[src/rtl/kmeans_dist_unit.sv]
`default_nettype none
// ============================================================================
// Module      : kmeans_dist_unit
// Description : Pipelined per-vector distance engine for the K-means datapath.
//               Streams DIM (x, y) element pairs, forms |x-y| (L1) or (x-y)^2
//               (squared L2) per element and accumulates one distance per
//               vector. Valid/ready handshakes on input and output.
// Revision    : 1.0 - initial release
// ============================================================================
module kmeans_dist_unit #(
  parameter int WIDTH = 32,
  parameter int DIM   = 4,
  parameter int ACC_W = 66
) (
  input  logic             minus_clk,
  input  logic             minus_rst_n,
  input  logic             mode,
  input  logic             in_valid,
  output logic             in_ready,
  input  logic [WIDTH-1:0] in_x,
  input  logic [WIDTH-1:0] in_y,
  output logic             out_valid,
  input  logic             out_ready,
  output logic [ACC_W-1:0] out_dist,
  output logic             out_mode
);

  localparam int c_cnt_w = (DIM > 1) ? $clog2(DIM) : 1;
  localparam logic [c_cnt_w-1:0] c_cnt_last = c_cnt_w'(DIM - 1);

  // Accumulator must hold DIM full-width squares without wrapping.
  generate
    if (ACC_W < 2 * WIDTH + $clog2(DIM)) begin : g_acc_w_check
      $error("kmeans_dist_unit: ACC_W too small for WIDTH/DIM");
    end
  endgenerate

  // Element counter and the mode held for the rest of the current vector
  logic [c_cnt_w-1:0] r_cnt;
  logic               r_mode_hold;

  // Stage 1: magnitude plus tags
  logic               r_s1_valid;
  logic [WIDTH-1:0]   r_s1_mag;
  logic               r_s1_first;
  logic               r_s1_last;
  logic               r_s1_mode;

  // Stage 2: per-element term plus tags
  logic               r_s2_valid;
  logic [2*WIDTH-1:0] r_s2_term;
  logic               r_s2_first;
  logic               r_s2_last;
  logic               r_s2_mode;

  // Stage 3: running sum and output registers
  logic [ACC_W-1:0]   r_acc;
  logic               r_out_valid;
  logic [ACC_W-1:0]   r_out_dist;
  logic               r_out_mode;

  logic               w_stall;
  logic               w_accept;
  logic               w_first;
  logic               w_last;
  logic               w_elem_mode;
  logic [WIDTH:0]     w_diff;
  logic               w_borrow;
  logic [WIDTH-1:0]   w_mag;
  logic [2*WIDTH-1:0] w_sq;
  logic [2*WIDTH-1:0] w_term;
  logic [ACC_W-1:0]   w_sum;

  assign w_stall     = r_out_valid & ~out_ready;
  assign in_ready    = ~w_stall;
  assign w_accept    = in_valid & ~w_stall;
  assign w_first     = (r_cnt == '0);
  assign w_last      = (r_cnt == c_cnt_last);
  // Mode is only honoured on element 0; later elements reuse the held value.
  assign w_elem_mode = w_first ? mode : r_mode_hold;

  // One extra bit exposes the borrow; the magnitude is always exact.
  assign w_diff   = {1'b0, in_x} - {1'b0, in_y};
  assign w_borrow = w_diff[WIDTH];
  assign w_mag    = w_borrow ? (in_y - in_x) : w_diff[WIDTH-1:0];

  assign w_sq     = {{WIDTH{1'b0}}, r_s1_mag} * {{WIDTH{1'b0}}, r_s1_mag};
  assign w_term   = r_s1_mode ? w_sq : {{WIDTH{1'b0}}, r_s1_mag};

  assign w_sum    = (r_s2_first ? '0 : r_acc) + ACC_W'(r_s2_term);

  assign out_valid = r_out_valid;
  assign out_dist  = r_out_dist;
  assign out_mode  = r_out_mode;

  // Element position within the vector and the latched vector mode
  always_ff @(posedge minus_clk or negedge minus_rst_n) begin
    if (!minus_rst_n) begin
      r_cnt       <= '0;
      r_mode_hold <= 1'b0;
    end else if (w_accept) begin
      r_cnt <= w_last ? '0 : r_cnt + c_cnt_w'(1);
      if (w_first) begin
        r_mode_hold <= mode;
      end
    end
  end

  // Stage 1: register |x-y| with first/last/mode tags
  always_ff @(posedge minus_clk or negedge minus_rst_n) begin
    if (!minus_rst_n) begin
      r_s1_valid <= 1'b0;
      r_s1_mag   <= '0;
      r_s1_first <= 1'b0;
      r_s1_last  <= 1'b0;
      r_s1_mode  <= 1'b0;
    end else if (!w_stall) begin
      r_s1_valid <= w_accept;
      if (w_accept) begin
        r_s1_mag   <= w_mag;
        r_s1_first <= w_first;
        r_s1_last  <= w_last;
        r_s1_mode  <= w_elem_mode;
      end
    end
  end

  // Stage 2: register the L1 or squared-L2 term
  always_ff @(posedge minus_clk or negedge minus_rst_n) begin
    if (!minus_rst_n) begin
      r_s2_valid <= 1'b0;
      r_s2_term  <= '0;
      r_s2_first <= 1'b0;
      r_s2_last  <= 1'b0;
      r_s2_mode  <= 1'b0;
    end else if (!w_stall) begin
      r_s2_valid <= r_s1_valid;
      if (r_s1_valid) begin
        r_s2_term  <= w_term;
        r_s2_first <= r_s1_first;
        r_s2_last  <= r_s1_last;
        r_s2_mode  <= r_s1_mode;
      end
    end
  end

  // Stage 3: accumulate and publish the distance on the last element
  always_ff @(posedge minus_clk or negedge minus_rst_n) begin
    if (!minus_rst_n) begin
      r_acc       <= '0;
      r_out_valid <= 1'b0;
      r_out_dist  <= '0;
      r_out_mode  <= 1'b0;
    end else if (!w_stall) begin
      // Not stalled means any pending result is consumed at this edge.
      r_out_valid <= r_s2_valid & r_s2_last;
      if (r_s2_valid) begin
        r_acc <= w_sum;
        if (r_s2_last) begin
          r_out_dist <= w_sum;
          r_out_mode <= r_s2_mode;
        end
      end
    end
  end

endmodule
`default_nettype wire

[config.mk]
export PLATFORM = sky130hd
export DESIGN_NAME = kmeans_dist_unit
export DESIGN_NICKNAME = d
export VERILOG_FILES = /design/src/rtl/kmeans_dist_unit.sv
export SDC_FILE = /design/constraint.sdc
export NUM_CORES = 2
export LEC_CHECK = 0
export CAP_MARGIN = 25
export CORE_MARGIN = 3
export CORE_UTILIZATION = 45
export DETAILED_ROUTE_END_ITERATION = 10
export GPL_TIMING_DRIVEN = 0
export MAX_ROUTING_LAYER = met4
export PLACE_DENSITY = 0.62
export SETUP_SLACK_MARGIN = 0.1
export SLEW_MARGIN = 20
export SYNTH_ARGS = -nofsm -noshare
export SYNTH_HDL_FRONTEND = slang
export SYNTH_SLANG_ARGS = --single-unit
[constraint.sdc]
create_clock -name minus_clk -period 9 [get_ports minus_clk]
set_clock_uncertainty 0.15 [all_clocks]
set_input_delay 0.9 -clock minus_clk [delete_from_list [all_inputs] [get_ports minus_clk]]
set_output_delay 0.9 -clock minus_clk [all_outputs]
set_load 0.01 [all_outputs]
==> qor.csv <==
metric,value,unit
status,completed,
via count,36118,
required time of the critical path,9.26,ns
R2R cell count,27,
max incr delay on CP,0.63,ns
die area,0.107,mm²
fmax,115,MHz
"Core Util, Final",50.3,%
DP Wirelength,122,mm
CP most frequent cell,fa_1,
Total GRT Usage,28.7,%
clock root buffer,clkbuf_16,
starting DRC count in detailed routing,2912,
kind of critical path,flip-flop to flip-flop,
DRC Markers,0,
Routability Congestion,1.01,
slew margin rel.,27.7,%
first-pass GRT wire length,227,mm
DIE HEIGHT,327,µm
Final Hold Viols,0,
CP Depth,27,
Setup TNS,0,ns
Top delay family on crit path,adder cells,
# Max-Cap Violations,0,
"Net Count, Synth",6436,
Port Buffer Count,137,
Initial Util,45.8,%
Hold Crit Start,r_acc[56],
DIE WIDTH,327,µm
Rows,116,
FILL cells,9666,
CTS tree,yes,
Routed Antenna Nets,0,
synthesized area per cell,8.99,µm²
Max Fanout on Critical Path,10,
Via-to-Cell Ratio,5.39,
worst r2r src,r_s1_mag[24],
count of different cell masters after synthesis,93,
clk sink count,240,
synth warn,0,
reg2reg end,r_s2_term[56],
Inst Count DP,6646,
io pins,138,
pin count of the biggest net entering global routing,91,
later-pin clock latency in the skew report,0.61,ns
cell count after synthesis,5144,
Pre-antenna DRT Iters,5,
worst reg2reg setup slack,0.27,ns
antenna violations before repair,5,
Crit path arrival time,8.99,ns
Hold WC Path Type,flip-flop to flip-flop,
ys async rst share,100,%
Mapped Area,0.0462,mm²
Clock Tree Buf Depth,3,
Tmin final,8.73,ns
Max Slew Vio Count,0,
area delta synth->final,9.98,%
gr ovfl total,0,
number of global-route vias before repair,37777,
"Reg clk slew, reported paths",0.08,ns
Layout Nets,6609,
final worst path period share,96.9,%
Buf/Inv on CP,6,
total clock buffers created by CTS,28,
"commonest non-fill, non-tap cells in the layout","1,062 x inv_1, 795 x fa_1, 634 x nand2_1, 427 x ha_1, 238 x and2_1",
Final Setup Violations,0,
WHS Path Cells,2,
WHS Endpoint,r_acc[56],
H-tree Lvls,1,
number of enable flip-flop cells after synthesis,0,
share of cells above drive strength 1,6.01,%
"non-filler cells, final",6699,
sequential share of the synthesized area,13.0,%
post-DR wirelength/cell,22.1,µm
core area,0.101,mm²
Worst path slowest cell,fa_1,
RSZ-0062 raised after global routing,yes,
post-synthesis register bit count,240,
Worst Max-Slew Pin Slew,1.08,ns
critical path endpoint category,flip-flop,
"commonest non-fill, non-tap cell in the layout",inv_1,
startpoint types,flip-flop,
DRT Wirelength,148,mm
Synth Flop Type,dfrtp_1,
worst register-to-register path: stages, from the launching register on:
cell	delay, ns
dfrtp_2	0.41
clkbuf_4	0.30
buf_4	0.33
nand2_1	0.12
fa_1	0.51
inv_1	0.06
fa_1	0.50
fa_1	0.63
inv_1	0.09
fa_1	0.53
inv_1	0.05
fa_1	0.54
fa_1	0.49
fa_1	0.49
fa_1	0.41
ha_1	0.31
clkbuf_1	0.19
a21o_1	0.25
a21oi_1	0.21
nor2_1	0.06
or4b_1	0.52
a22o_1	0.28
a31oi_4	0.30
o31ai_4	0.12
a21oi_2	0.23
o21ai_1	0.12
xnor2_1	0.21
o21ai_0	0.10
what timing repair did:
| action | CTS | global route |
|---|---|---|
| endpoints found under the hold margin | 6 | 0 |
| hold buffers | 1 | 0 |
| endpoints found under the setup margin | 41 | 23 |
| gates resized for setup | 126 | 120 |
| pin swaps | 0 | 1 |
| cloned | 0 | 0 |
| buffers inserted | 2 | 3 |
routing by layer:
metal / vias up / GRT usage, % / wire length (µm)
met1: 17897 / 38.0 / 62100
met2: 1521 / 44.2 / 66100
met4: 0 / 9.54 / 6250
li1: 16382 / - / -
met3: 318 / 5.83 / 13800
met5: - / - / 0
worst max-delay path by stage:
stage | from | end | slack, ns
floorplan | r_s1_mag[4] | r_s2_term[60] | 1.27
CTS | r_s1_mag[20] | r_s2_term[56] | 0.1
detailed placement | r_s1_mag[24] | r_s2_term[56] | -1.31
global placement | minus_rst_n | r_s1_mag[6] | -3.90
global route | r_s1_mag[9] | r_s2_term[59] | 0.07
finish | r_s1_mag[24] | r_s2_term[56] | 0.27
cell usage after synthesis, types with 12 or more instances:
master,n,area [µm²]
a211oi_1,17,128
a21o_1,122,916
a21oi_1,214,1070
a31o_2,13,114
a31oi_1,33,206
and2_1,238,1490
and3_1,19,119
clkbuf_1,222,833
dfrtp_1,240,6010
fa_1,795,15900
ha_1,428,5360
inv_1,1063,3990
mux2_2,70,788
mux2i_1,32,320
nand2_1,634,2380
nand2b_1,12,75.1
nand3_1,34,170
nand4_1,46,288
nor2_1,131,492
nor2b_1,89,557
nor3_1,25,125
o211ai_1,12,90.1
o21a_1,15,113
o21ai_0,209,1050
o21bai_1,43,323
o31ai_1,16,120
xnor2_1,113,990
xor2_1,84,736
cell type report:
type | instances | area, µm² | share of cell area [%]
well taps | 1357 | 1700 | 3.34
flip-flops and latches | 240 | 6020 | 11.8
diodes | 3 | 7.51 | 0.0148
repair buffers | 151 | 1560 | 3.07
clock inverters | 17 | 209 | 0.411
clock buffers | 35 | 767 | 1.51
plain buffers | 241 | 1290 | 2.53
multi-input cells | 3592 | 35300 | 69.4
inverters | 1063 | 3990 | 7.85
state kept, by name, summed over array words and instances, names as in the netlist, named ones only:
signal / cells
r_acc: 66
r_s2_mode: 1
out_valid: 1
r_s2_last: 1
r_s2_term: 64
r_s2_first: 1
r_s2_valid: 1
r_cnt: 2
r_s1_last: 1
r_s1_first: 1
r_s1_mag: 32
r_s1_valid: 1
out_mode: 1
out_dist: 66
metrics by stage:
| stage | cell area, µm² | setup WS, ns | hold slack (ns) |
|---|---|---|---|
| floorplan | 46200 | 1.27 | 0.281 |
| global placement | 49300 | -3.90 | 0.302 |
| detailed placement | 49500 | -1.31 | 0.305 |
| CTS | 50700 | 0.0965 | 0.325 |
| global route | 50900 | 0.0735 | 0.335 |
| finish | 50900 | 0.275 | 0.321 |
logic make-up after synthesis:
logic type               count (synthesis)  synth area share [%]
adder cells (fa/ha/maj)               1223                  46.0
XOR/XNOR                               197                  3.73
AO/OA/AOI/OAI                          795                  10.9
flip-flops                             240                  13.0
buffers and inverters                 1312                  10.9
AND/OR/NAND/NOR                       1275                  13.1
multiplexers                           102                  2.40
Power is not shown: default switching activity piles up to over one toggle a cycle in this logic, so the estimate is an artifact.
